<file path="src/rtl/adder_pkg.sv">
// Shared types and limits for the bit-serial adder and its arithmetic cells.
package adder_pkg;
  typedef enum logic [1:0] {IDLE, RUN, DONE} bsa_state_t;
  localparam int MAX_WIDTH = 32;
endpackage

</file>
<file path="src/rtl/full_adder.sv">
// Full adder composed of two half_adder cells; the carries can never both be set.
module full_adder (
  input  logic a,
  input  logic b,
  input  logic cin,
  output logic sum,
  output logic cout
);
  logic s1, c1, c2;

  half_adder u_ha0 (.a(a),  .b(b),   .sum(s1),  .carry(c1));
  half_adder u_ha1 (.a(s1), .b(cin), .sum(sum), .carry(c2));

  assign cout = c1 | c2;
endmodule

</file>
<file path="src/rtl/half_adder.sv">
// Single-bit half adder cell: sum = a ^ b, carry = a & b.
module half_adder (
  input  logic a,
  input  logic b,
  output logic sum,
  output logic carry
);
  assign sum   = a ^ b;
  assign carry = a & b;
endmodule

</file>
<file path="src/rtl/bit_serial_adder.sv">
// LSB-first serial adder: operands shift through one full adder, one bit per clock,
// with the sum assembled in a right-shifting register and a registered carry.
module bit_serial_adder
  import adder_pkg::*;
#(
  parameter int WIDTH = 8
) (
  input  logic             clk,
  input  logic             rst,
  input  logic             in_valid,
  output logic             in_ready,
  input  logic [WIDTH-1:0] in_a,
  input  logic [WIDTH-1:0] in_b,
  output logic             out_valid,
  input  logic             out_ready,
  output logic [WIDTH-1:0] out_sum,
  output logic             out_carry,
  output logic             busy
);
  localparam int CW = $clog2(WIDTH + 1);

  bsa_state_t       state_q, state_d;
  logic [CW-1:0]    cnt_q, cnt_d;
  logic [WIDTH-1:0] a_sr_q, a_sr_d;
  logic [WIDTH-1:0] b_sr_q, b_sr_d;
  logic [WIDTH-1:0] s_sr_q, s_sr_d;
  logic             carry_q, carry_d;
  logic             fa_sum, fa_cout;

  full_adder u_fa (
    .a   (a_sr_q[0]),
    .b   (b_sr_q[0]),
    .cin (carry_q),
    .sum (fa_sum),
    .cout(fa_cout)
  );

  always_comb begin
    state_d = state_q;
    cnt_d   = cnt_q;
    a_sr_d  = a_sr_q;
    b_sr_d  = b_sr_q;
    s_sr_d  = s_sr_q;
    carry_d = carry_q;
    case (state_q)
      IDLE: begin
        if (in_valid) begin
          a_sr_d  = in_a;
          b_sr_d  = in_b;
          carry_d = 1'b0;
          cnt_d   = '0;
          state_d = RUN;
        end
      end
      RUN: begin
        a_sr_d            = a_sr_q >> 1;
        b_sr_d            = b_sr_q >> 1;
        s_sr_d            = s_sr_q >> 1;
        s_sr_d[WIDTH-1]   = fa_sum;
        carry_d           = fa_cout;
        cnt_d             = cnt_q + 1'b1;
        // The last bit is summed on the same edge that leaves RUN, so cnt stops at WIDTH.
        if (cnt_q == CW'(WIDTH - 1)) state_d = DONE;
      end
      DONE: begin
        if (out_ready) state_d = IDLE;
      end
      default: state_d = IDLE;
    endcase
  end

  always_ff @(posedge clk) begin
    if (rst) begin
      state_q <= IDLE;
      cnt_q   <= '0;
      a_sr_q  <= '0;
      b_sr_q  <= '0;
      s_sr_q  <= '0;
      carry_q <= 1'b0;
    end else begin
      state_q <= state_d;
      cnt_q   <= cnt_d;
      a_sr_q  <= a_sr_d;
      b_sr_q  <= b_sr_d;
      s_sr_q  <= s_sr_d;
      carry_q <= carry_d;
    end
  end

  // Handshake outputs come from registered state only; rst masks them while held.
  assign in_ready  = !rst && (state_q == IDLE);
  assign out_valid = !rst && (state_q == DONE);
  assign busy      = !rst && ((state_q == RUN) || (state_q == DONE));
  assign out_sum   = s_sr_q;
  assign out_carry = carry_q;
endmodule

</file>
<file path="config.mk">
export PLATFORM = sky130hd
export DESIGN_NAME = bit_serial_adder
export DESIGN_NICKNAME = d
export VERILOG_FILES = /design/src/rtl/adder_pkg.sv /design/src/rtl/full_adder.sv /design/src/rtl/half_adder.sv /design/src/rtl/bit_serial_adder.sv
export SDC_FILE = /design/constraint.sdc
export NUM_CORES = 1
export LEC_CHECK = 0
export BUFFER_PORTS_ARGS = -buffer_cell sky130_fd_sc_hd__buf_2
export CELL_PAD_IN_SITES_DETAIL_PLACEMENT = 1
export CELL_PAD_IN_SITES_GLOBAL_PLACEMENT = 1
export CORE_AREA = 3 3 65 61
export CTS_CLUSTER_SIZE = 16
export DETAILED_ROUTE_END_ITERATION = 10
export DIE_AREA = 0 0 68 64
export PLACE_DENSITY = 0.85
export SKIP_LAST_GASP = 1
export SYNTH_ARGS = -nofsm -noshare
export SYNTH_HDL_FRONTEND = slang
export SYNTH_SLANG_ARGS = --single-unit
</file>
<file path="constraint.sdc">
create_clock -name clk -period 4.3 [get_ports clk]
set_input_delay 0.215 -clock clk [delete_from_list [all_inputs] [get_ports clk]]
set_output_delay 0.215 -clock clk [all_outputs]
set_load 0.01 [all_outputs]
</file>
==> results.json <==
{
  "multi_input_area_um2": 717,
  "crit_path_max_fanout": 31,
  "seq_area_um2": 621,
  "crit_family": "adder cells",
  "critPathLaunchType": "register",
  "overflow": 0,
  "setup_tns_ns": 0,
  "antenna_found_initial": 0,
  "via_per_inst": 5.13,
  "die_x_um": 68,
  "period_share": 0.579,
  "syn-cell-area_um2": 1420,
  "start_util": 0.422,
  "rsz0062_at_grt": "false",
  "hold_violations": 0,
  "synth_seq_area_share": 0.438,
  "crit_type": "register to register",
  "placedCellCount": 215,
  "end_kind": "register",
  "clk_pin_slew_ns": 0.07,
  "place_hpwl_um": 2440,
  "grt_max_degree": 37,
  "die_h_um": 64,
  "grt_usage": 0.173,
  "cts_tree": "done",
  "powerDensity_nw_per_um2": 617,
  "drive_gt1_frac": 0.229,
  "io_pins": 32,
  "dieArea_um2": 4350,
  "fin_cells": 223,
  "grt_first_pass_wirelength_um": 5690,
  "fmax_mhz": 402,
  "max_stage_delay_ns": 0.58,
  "setup_viol": 0,
  "cp.arrival_ns": 2.67,
  "drv_slew": 0,
  "clock_skew_ns": 0.00746,
  "worstMarginPinSlew_ns": 0.695,
  "crit_slowest_cell": "ha_1",
  "peakVddDrop_v": 0.000270,
  "cts-root-buf": "clkbuf_8",
  "syn_avg_cell_area_um2": 9.51,
  "drtPass1Iterations": 4,
  "ant_nets": 0,
  "first_iter_violations": 54,
  "htree_levels": 2,
  "cts_sinks": 31,
  "synth-seq-cells": 31,
  "p_leak_nw": 0.707,
  "hold_path.class": "input pin to register",
  "area_delta_synth_final_pct": 17.7,
  "critPathRequiredTime_ns": 4.49,
  "cts_resized": 0,
  "core_area_um2": 3350,
  "fin_nets": 204,
  "wl_um": 3390,
  "syn_nets": 175,
  "num_rows": 20,
  "wl_per_cell_um": 15.2,
  "path_cells": "inv_1 > ha_1 > buf_4 > mux2_2 > nor2_1 > a211oi_1",
  "synthDistinctLibCells": 25,
  "maxCapViolations": 0,
  "num_vias": 1144,
  "routabilityCongestion": 0.718,
  "grt_pass1_vias": 1230,
  "outcome": "completed",
  "cts_made_buffers": 5,
  "clock_path_buffers": 2,
  "cts_hold_buffers": 0,
  "post-cts-setup-buffers": 0,
  "final.min_clock_period_ns": 2.49,
  "io_buffer_count": 31,
  "synth_cells": 149,
  "crit_buf_inv": 2,
  "antenna_cells": 0,
  "maxSlewHeadroom": 0.524,
  "nFillCells": 411,
  "ys_warn_count": 0,
  "clk_latency_ns": 0.28,
  "drc": 0
}
cells in the final DEF (no fill, tap or decap), types with 2 or more instances in the layout:
master    instances
ha_1              5
nand3_1           4
nand2b_1          2
nand2_1           4
nor2_1           26
mux2i_1          23
a21oi_1           4
buf_2            31
a32oi_1           2
mux2_2            2
clkbuf_1          2
dfxtp_1          31
a211oi_1         15
nor2b_1           4
nand3b_1          2
inv_1             7
clkbuf_8          5
layer usage:
metal / up-vias / part of all wire / track usage
met5: - / 0 / 0
met4: 0 / 0.0094 / 0.0447
met3: 5 / 0.049 / 0.0545
met2: 26 / 0.49 / 0.292
met1: 537 / 0.45 / 0.207
li1: 576 / - / -
path summary, 6_finish.rpt:
kind                           startpoint                      to  slack, ns  cells after the start
setup / recovery  state_q[1]$_SDFFE_PP0P_  b_sr_q[4]$_SDFFE_PP0P_       1.81                      6
hold reg to reg    b_sr_q[7]$_SDFFE_PP0P_  b_sr_q[7]$_SDFFE_PP0P_       0.47                      2
hold / removal                    in_a[7]  a_sr_q[7]$_SDFFE_PP0P_       0.23                      3
setup reg to reg  state_q[1]$_SDFFE_PP0P_  b_sr_q[4]$_SDFFE_PP0P_       1.81                      6
final cells by class:
class | count | share of cell area
clock inverters | 1 | 0.00300
clock buffers | 7 | 0.0458
repair buffers | 32 | 0.0976
inverters | 8 | 0.0180
well taps | 44 | 0.0330
multi-input cells | 100 | 0.430
flip-flops and latches | 31 | 0.372
flip-flops by register name (all words and copies together) (netlist names):
signal and count:
out_sum 8, a_sr_q 8, out_carry 1, state_q 2
b_sr_q 8, cnt_q 4
worst min-delay path, delay by kind of cell:
family | cells | cell delay, ns
AO/OA/AOI/OAI | 1 | 0.07
buffers and inverters | 1 | 0.10
AND/OR/NAND/NOR | 1 | 0.07
cell families (layout without fill, tap and decap cells):
logic type               count (synthesis)  in the layout  share of synthesized area
AND/OR/NAND/NOR                         45             45                      0.148
flip-flops                              31             31                      0.438
AO/OA/AOI/OAI                           24             24                      0.122
adder cells (fa/ha/maj)                  6              6                     0.0583
multiplexers                            25             25                      0.178
buffers and inverters                   18             48                     0.0556
per-stage QoR:
step	util	hold slack (ns)	instance area, µm²	setup WS (ns)	power [mW]
2_1_floorplan	-	0.379	1420	2.75	0.723
3_3_place_gp	0.473	0.440	1590	2.01	0.783
3_5_place_dp	0.473	0.464	1590	1.80	0.811
4_1_cts	0.497	0.225	1670	1.78	1.04
5_1_grt	0.497	0.246	1670	1.57	1.10
6_report	0.497	0.230	1670	1.81	1.03
power by group:
| part | switching (mW) | internal (mW) | total (mW) |
|---|---|---|---|
| Clock | 0.107 | 0.113 | 0.220 |
| Sequential | 0.0420 | 0.355 | 0.397 |
| Combinational | 0.240 | 0.171 | 0.411 |
| Total | 0.389 | 0.640 | 1.03 |
synthesized netlist by cell type:
cell type	number	area, µm²
ha_1	5	62.6
a211oi_1	15	113
or2b_1	1	7.51
nand2_1	4	15.0
mux2_2	2	22.5
nand2b_1	2	12.5
nand3b_1	2	15.0
a31oi_1	1	6.26
o221ai_1	1	8.76
a21oi_1	4	20.0
nand3_1	4	20.0
nor2b_1	4	25.0
or4_1	1	7.51
nor2_1	26	97.6
and3b_1	1	8.76
a32oi_1	2	17.5
buf_2	3	15.0
inv_2	1	3.75
clkbuf_1	5	18.8
o31ai_1	1	7.51
mux2i_1	23	230
fa_1	1	20.0
buf_4	2	15.0
inv_1	7	26.3
dfxtp_1	31	621
Power figures use the tool's default switching activity.
